## src/rtl/rain_drop_counter.sv

```systemverilog
// ---------------------------------------------------------------------------
// rain_drop_counter
//
// Front end for the windshield wiper controller. A raw drop pulse from a
// switch or sensor is synchronised, debounced into single drop events, and
// the events are counted over a fixed window of clk_2 cycles. Each window's
// saturated count is published on chuva together with a one-cycle strobe.
//
// Ports:
//   clk_2        in   single clock, all state updates on its rising edge
//   reset        in   synchronous, active-high; clears every register
//   drop_in      in   raw asynchronous drop pulse, active-high
//   chuva        out  saturated drop count of the last completed window
//   chuva_valid  out  one-cycle strobe, high in the cycle chuva is updated
//   overflow     out  high while chuva reflects a window that saturated
//   window_pos   out  current cycle index within the counting window
// ---------------------------------------------------------------------------
module rain_drop_counter #(
    parameter int WINDOW_CYCLES   = 256,
    parameter int DEBOUNCE_CYCLES = 2,
    parameter int COUNT_BITS      = 6
) (
    input  logic                             clk_2,
    input  logic                             reset,
    input  logic                             drop_in,
    output logic [COUNT_BITS-1:0]            chuva,
    output logic                             chuva_valid,
    output logic                             overflow,
    output logic [$clog2(WINDOW_CYCLES)-1:0] window_pos
);

    localparam int POS_BITS  = $clog2(WINDOW_CYCLES);
    localparam int STAB_BITS = $clog2(DEBOUNCE_CYCLES + 1);

    localparam logic [POS_BITS-1:0]  LAST_POS  = POS_BITS'(WINDOW_CYCLES - 1);
    localparam logic [STAB_BITS-1:0] STAB_LAST = STAB_BITS'(DEBOUNCE_CYCLES - 1);
    localparam logic [STAB_BITS-1:0] STAB_ONE  = STAB_BITS'(1);

    typedef enum logic [1:0] {
        DB_LOW,
        DB_PEND_HIGH,
        DB_HIGH,
        DB_PEND_LOW
    } dbState_t;

    logic                  sync1_q;
    logic                  sync2_q;
    dbState_t              dbState_q,    dbState_d;
    logic [STAB_BITS-1:0]  stab_q,       stab_d;
    logic [COUNT_BITS-1:0] acc_q,        acc_d;
    logic                  satFlag_q,    satFlag_d;
    logic [POS_BITS-1:0]   windowPos_q,  windowPos_d;
    logic [COUNT_BITS-1:0] chuva_q,      chuva_d;
    logic                  chuvaValid_q, chuvaValid_d;
    logic                  overflow_q,   overflow_d;

    logic                  dropEvt;
    logic                  stabDone;
    logic                  accMax;
    logic                  satHit;
    logic                  windowEnd;
    logic [COUNT_BITS-1:0] accBumped;

    // Debounce next-state logic. The drop event is decoded from the current
    // state and the sample being accepted, so it is seen by the accumulator
    // on the same edge the FSM enters HIGH. stab_q counts consecutive
    // samples that disagree with the accepted level; reaching
    // DEBOUNCE_CYCLES of them flips the level. With DEBOUNCE_CYCLES=1 the
    // pending states are skipped entirely.
    always_comb begin
        dbState_d = dbState_q;
        stab_d    = stab_q;
        dropEvt   = 1'b0;
        stabDone  = (stab_q == STAB_LAST);
        case (dbState_q)
            DB_LOW: begin
                if (sync2_q) begin
                    if (DEBOUNCE_CYCLES == 1) begin
                        dbState_d = DB_HIGH;
                        stab_d    = '0;
                        dropEvt   = 1'b1;
                    end else begin
                        dbState_d = DB_PEND_HIGH;
                        stab_d    = STAB_ONE;
                    end
                end
            end
            DB_PEND_HIGH: begin
                if (!sync2_q) begin
                    dbState_d = DB_LOW;
                    stab_d    = '0;
                end else if (stabDone) begin
                    dbState_d = DB_HIGH;
                    stab_d    = '0;
                    dropEvt   = 1'b1;
                end else begin
                    stab_d = stab_q + STAB_ONE;
                end
            end
            DB_HIGH: begin
                if (!sync2_q) begin
                    if (DEBOUNCE_CYCLES == 1) begin
                        dbState_d = DB_LOW;
                        stab_d    = '0;
                    end else begin
                        dbState_d = DB_PEND_LOW;
                        stab_d    = STAB_ONE;
                    end
                end
            end
            DB_PEND_LOW: begin
                if (sync2_q) begin
                    dbState_d = DB_HIGH;
                    stab_d    = '0;
                end else if (stabDone) begin
                    dbState_d = DB_LOW;
                    stab_d    = '0;
                end else begin
                    stab_d = stab_q + STAB_ONE;
                end
            end
            default: begin
                dbState_d = DB_LOW;
                stab_d    = '0;
            end
        endcase
    end

    // Window accumulation and publication. A drop event on the closing edge
    // is folded into the value being published rather than carried into the
    // next window. Overflow means at least one event arrived while the
    // count was already at its maximum.
    always_comb begin
        accMax       = (acc_q == {COUNT_BITS{1'b1}});
        satHit       = accMax && dropEvt;
        windowEnd    = (windowPos_q == LAST_POS);
        accBumped    = (dropEvt && !accMax) ? acc_q + COUNT_BITS'(1) : acc_q;
        chuva_d      = chuva_q;
        overflow_d   = overflow_q;
        chuvaValid_d = 1'b0;
        acc_d        = accBumped;
        satFlag_d    = satFlag_q || satHit;
        windowPos_d  = windowPos_q + POS_BITS'(1);
        if (windowEnd) begin
            chuva_d      = accBumped;
            overflow_d   = satFlag_q || satHit;
            chuvaValid_d = 1'b1;
            acc_d        = '0;
            satFlag_d    = 1'b0;
            windowPos_d  = '0;
        end
    end

    // All state lives here. Reset wins over everything, so a reset in the
    // middle of a window throws away the partial count without a strobe.
    always_ff @(posedge clk_2) begin
        if (reset) begin
            sync1_q      <= 1'b0;
            sync2_q      <= 1'b0;
            dbState_q    <= DB_LOW;
            stab_q       <= '0;
            acc_q        <= '0;
            satFlag_q    <= 1'b0;
            windowPos_q  <= '0;
            chuva_q      <= '0;
            chuvaValid_q <= 1'b0;
            overflow_q   <= 1'b0;
        end else begin
            sync1_q      <= drop_in;
            sync2_q      <= sync1_q;
            dbState_q    <= dbState_d;
            stab_q       <= stab_d;
            acc_q        <= acc_d;
            satFlag_q    <= satFlag_d;
            windowPos_q  <= windowPos_d;
            chuva_q      <= chuva_d;
            chuvaValid_q <= chuvaValid_d;
            overflow_q   <= overflow_d;
        end
    end

    assign chuva       = chuva_q;
    assign chuva_valid = chuvaValid_q;
    assign overflow    = overflow_q;
    assign window_pos  = windowPos_q;

endmodule

```

## config.mk

```make
export PLATFORM = sky130hd
export DESIGN_NAME = rain_drop_counter
export DESIGN_NICKNAME = d
export VERILOG_FILES = /design/src/rtl/rain_drop_counter.sv
export SDC_FILE = /design/constraint.sdc
export NUM_CORES = 1
export LEC_CHECK = 0
export ABC_AREA = 0
export BUFFER_PORTS_ARGS = -buffer_cell sky130_fd_sc_hd__buf_2
export CAP_MARGIN = 20
export CORE_MARGIN = 2
export CORE_UTILIZATION = 50
export DETAILED_ROUTE_END_ITERATION = 16
export PLACE_DENSITY = 0.73
export SLEW_MARGIN = 15
export SYNTH_ARGS = -nofsm -noshare
export SYNTH_HDL_FRONTEND = slang
export SYNTH_SLANG_ARGS = --single-unit
```

## constraint.sdc

```tcl
create_clock -name clk_2 -period 2.9 [get_ports clk_2]
set_clock_uncertainty 0.15 [all_clocks]
set_input_delay 0.435 -clock clk_2 [delete_from_list [all_inputs] [get_ports clk_2]]
set_output_delay 0.435 -clock clk_2 [all_outputs]
set_load 0.01 [all_outputs]
```

After elaboration in Yosys (flattened, before gate mapping)
Cells that the tools add are included.
W data, S select, Z words.
{"block": "word_totals", "register_bits": 29, "inputBits": 3}
{"block": "classes", "n_addsub": 3, "eq_ne": 10, "n_mux": 17, "n_reduce_logical": 8}
{"cell": "$mux W2", "n": 10}
{"cell": "$pmux W2 S4", "n": 2}
{"cell": "$add A8 B1 Y8 const B", "n": 1}
{"cell": "$eq A8 B8 Y1 const B", "n": 1}
{"cell": "$add A6 B1 Y6 const B", "n": 1}
{"cell": "$eq A6 B6 Y1 const B", "n": 1}
{"cell": "$mux W6", "n": 1}
{"cell": "$ne A3 B3 Y1 const B", "n": 2}
{"cell": "$eq A2 B1 Y1 const B", "n": 2}
{"cell": "$eq A2 B2 Y1 const B", "n": 2}
{"cell": "$mux W1", "n": 4}
{"cell": "$ne A2 B2 Y1 const B", "n": 2}
{"cell": "$reduce_and A4 Y1", "n": 1}
{"cell": "$add A2 B1 Y2 const B", "n": 1}
{"cell": "$logic_and A1 B1 Y1", "n": 2}
{"cell": "$logic_not A2 Y1", "n": 1}
{"cell": "$reduce_and A2 Y1", "n": 1}
{"cell": "$reduce_or A2 Y1", "n": 1}
{"cell": "$logic_not A1 Y1", "n": 1}
{"cell": "$logic_or A1 B1 Y1", "n": 1}

Depth between registers and ports, before layout
{"block": "depth", "ltp_word": 6, "depth_mapped": 6}

Least setup slack after synthesis
No wires, ideal clock.
{"block": "synth_timing", "path_kind": "register to register", "startpoint": "register windowPos_q[0], in the netlist window_pos[0]", "endpoint": "register chuva_q[3], in the netlist chuva[3]", "setup_time_ps": 62, "arrival_ps": 1702, "required_ps": 2688, "setup_slack_ps": 986, "stages_incl_launch_ff": 6, "n_path_buf": 0, "period_less_slack_ps": 1914, "path_cell_list": "dfxtp_1 > ha_1 > nand4b_2 > or2_4 > or4_1 > nand3_1"}
{"block": "synth_via", "elab_chain_len": 1}
{"element": "start: declaration", "line_no": "52", "rtl": "logic [POS_BITS-1:0] windowPos_q, windowPos_d;"}
{"element": "start signal: assignment", "line_no": "175", "rtl": "windowPos_q <= windowPos_d;"}
{"element": "$eq A8 B8 Y1", "line_no": "136", "rtl": "windowEnd = (windowPos_q == LAST_POS);"}
{"element": "end signal: assignment", "line_no": "176", "rtl": "chuva_q <= chuva_d;"}
{"element": "end: declaration", "line_no": "53", "rtl": "logic [COUNT_BITS-1:0] chuva_q, chuva_d;"}
No other way between the ends.
A chain may end at the register's enable or synchronous reset.

Worst setup path after layout
Same ends and word-level chain as after synthesis.

==> reports/summary.txt <==
========================================================================================================
Sink Count ................................................................................           29
Max Fclk ..................................................................................   0.5082 GHz
GRT Overall Usage .........................................................................       19.48%
Relative contribution of the clock network to total power .................................        38.5%
Post-detailed-route count of antenna-violating nets .......................................            0
Setup violation total in the final timing report ..........................................            0
Initial antenna violation count ...........................................................            0
Core footprint ............................................................................   2233 sq um
Routed wire length per instance ...........................................................     12.29 um
Largest net degree at the start of global routing .........................................           13
Number of I/O port buffers ................................................................           18
Number of gates given a new drive strength after cts ......................................            0
Top-Level Pins ............................................................................           19
Clock H-tree levels .......................................................................            2
Cell Pwr Density .......................................................................... 514.6 nW/um^2
Total length of routed wires ..............................................................      2163 um
Part of the total power dissipated in combinational logic .................................         3.6%
Arrival time worst endpoint ...............................................................      2080 ps
Max Cap Viol ..............................................................................            0
Vias in the first global route ............................................................          898
Die Area ..................................................................................   2799 sq um
Clock Tree Root ...........................................................................     clkbuf_4
Maximum vdd drop ..........................................................................    0.4318 mV
Detailed-route via count ..................................................................          947
Synth Cell Area ...........................................................................   1196 sq um
Worst-Skew Late Latency ...................................................................       310 ps
Worst EP required .........................................................................      3010 ps
Switching fraction of total power .........................................................       21.83%
Post-CTS Setup Inserts ....................................................................            0
Pint ......................................................................................    0.5547 mW
Share of layout cells above drive strength 1 ..............................................       20.95%
Power consumption .........................................................................    0.7095 mW
FILL cells ................................................................................          196
Die width .................................................................................     52.91 um
Number of nets produced by synthesis ......................................................          130
Cell count after placement ................................................................          168
Floorplan row count .......................................................................           17
Outcome ...................................................................................    completed
Count of final hold-check violations ......................................................            0
Yosys warning count .......................................................................            0
Placer's final routability congestion estimate ............................................       0.8204
Growth of design area from synthesis to finish ............................................       15.27%
Post-synth top area share .................................................................       48.54%
Slew Viols, Final .........................................................................            0
Diodes inserted ...........................................................................            0
Part of the total power dissipated in sequential elements .................................        57.9%
#FFs+latches synth ........................................................................           29
Buffers from clock root to sink, at most ..................................................            2
Biggest area contributors in the synthesized netlist ...................................... dfxtp_1 49%, xor2_1 5.1%, nor2_1 5.0%
Async SR Flop Fraction ....................................................................           0%
Final critical-path required period .......................................................      1968 ps
Fin nets ..................................................................................          152
Dominant register cell in the synthesized netlist .........................................      dfxtp_1
TritonCTS clock tree ......................................................................          yes
Finished Layout Cells .....................................................................          176
Worst setup path category .................................................................   reg -> reg
Post-route fraction of the period consumed by the critical path ...........................       67.85%
Die Ht ....................................................................................     52.91 um
Most frequently used cell type in the post-synthesis netlist ..............................      dfxtp_1
Mean instance size in the synthesized netlist .............................................  9.569 sq um
Maximum fanout along the worst path .......................................................            6
Half-perimeter wire length after placement ................................................      1606 um
Capturing element type of the critical path ...............................................    flip-flop
Unrepaired setup endpoints after global routing ...........................................           no
Hold_buf cts ..............................................................................            0
Worst rel slew slack ......................................................................       48.52%
Sequential cell area fraction in the yosys report .........................................       48.54%
Worst Max-Slew Pin Slew ...................................................................     762.2 ps
Iteration-0 DRC Markers ...................................................................           20
Worst hold-check path type ................................................................    in -> reg
Global-route wire length before repair ....................................................      3822 um
TritonRoute pass-1 iters ..................................................................            4
Number of distinct library cells after synthesis ..........................................           40
End-of-flow core utilization ..............................................................       61.74%
Synthesized instance count ................................................................          125
Vias per cell .............................................................................        5.381
Post-CTS clock slew at the launch and capture registers of the worst setup and hold paths .        90 ps
Remaining Overflow, GRT ...................................................................            0
Kind of launch point of the worst setup path ..............................................    flip-flop
Library cell with the largest summed area after synthesis .................................      dfxtp_1
Total negative slack for setup checks .....................................................         0 ps
Post-route worst hold slack ...............................................................     180.6 ps
Leakage Power .............................................................................    0.6269 nW
Starting density of the core ..............................................................       53.56%
Switching Power ...........................................................................    0.1549 mW
Post-synth top cells ...................................................................... 29 x dfxtp_1, 16 x nor2_1, 11 x nand2_1, 8 x nand3_1, 7 x xor2_1
Post-detailed-route DRC marker count ......................................................            0
Count of flip-flops with a built-in enable after synthesis ................................            0
Number of buffers added by the clock tree synthesis step ..................................            5
========================================================================================================
-- flip-flops by register name, summed over array words and instances (netlist names), named ones only --
| signal | count |
|---|---|
| overflow | 1 |
| dbState_q | 1 |
| chuva_valid | 1 |
| sync2_q | 1 |
| acc_q | 6 |
| stab_q | 2 |
| chuva | 6 |
| sync1_q | 1 |
| satFlag_q | 1 |
| window_pos | 8 |
-- critical path, stage by stage (launching register included) --
cell and delay, ps:
dfxtp_1 410, ha_1 310, nand4b_2 170, or2_4 290, or4_1 500, nand3_1 90
-- final timing paths --
check,cells after the start,slack [ps],from,end
setup reg to reg,5,930,window_pos[0]$_SDFF_PP0_,chuva[3]$_SDFFE_PP0P_
setup / recovery,5,930,window_pos[0]$_SDFF_PP0_,chuva[3]$_SDFFE_PP0P_
hold / removal,2,180,drop_in,sync1_q$_SDFF_PP0_
hold reg to reg,1,300,sync1_q$_SDFF_PP0_,sync2_q$_SDFF_PP0_
-- area by class of cell --
cell class                      count  area, sq um  share of cell area [%]
Tap cell                           28        35.03                   2.541
Sequential cell                    29        580.6                   42.11
Inverter                            2        7.507                  0.5445
Timing Repair Buffer               18        90.09                   6.534
Multi-Input combinational cell     91        595.6                   43.19
Clock buffer                        7        65.06                   4.719
Clock inverter                      1        5.005                  0.3630
-- routing by layer --
metal	vias to the layer above	wire length, um	global-route usage [%]
li1	486	-	-
met1	437	1010	22.76
met2	20	1004	31.87
met3	4	117	7.627
met4	0	31	7.692
met5	-	0	0
-- through the flow --
stage | worst slack (ps) | area (sq um)
floorplan | 985.9 | 1196
global placement | 969.2 | 1309
detailed placement | 932.4 | 1309
CTS | 914.8 | 1379
global route | 770.7 | 1379
finish | 932.4 | 1379
-- power by group through the flow --
| stage | Sequential (mW) | Combinational [mW] | Clock [mW] |
|---|---|---|---|
| global placement | 0.420 | 0.0255 | 0 |
| global route | 0.412 | 0.0294 | 0.300 |
| floorplan | 0.421 | 0.0162 | 0 |
| finish | 0.411 | 0.0254 | 0.273 |
| CTS | 0.411 | 0.0259 | 0.281 |
| detailed placement | 0.420 | 0.0258 | 0 |
-- cells by family after synthesis --
kind of cell / count (synthesis) / share of synthesized area (%)
muxes: 5 / 4.289
adders and majority gates: 2 / 2.092
buffers and inverters: 5 / 1.674
and+or+nand+nor: 58 / 26.26
AOI/OAI and AO/OA: 17 / 10.57
DFF: 29 / 48.54
xor gates and xnor gates: 9 / 6.590
-- cell usage in the layout, fill, tap and decap left out, types with 2 or more instances in the layout --
cell and n:
nand3_1 8, inv_1 2, dfxtp_1 29, a21oi_1 3, clkbuf_8 2, mux2i_1 4
nor2b_1 2, xnor2_1 2, and2_1 3, clkbuf_4 5, xor2_1 7, and3_1 2
nor2_1 16, nor3_1 2, buf_2 18, or4_1 2, o21ai_0 5, nand2_1 11
ha_1 2
Power figures use the tool's default switching activity.
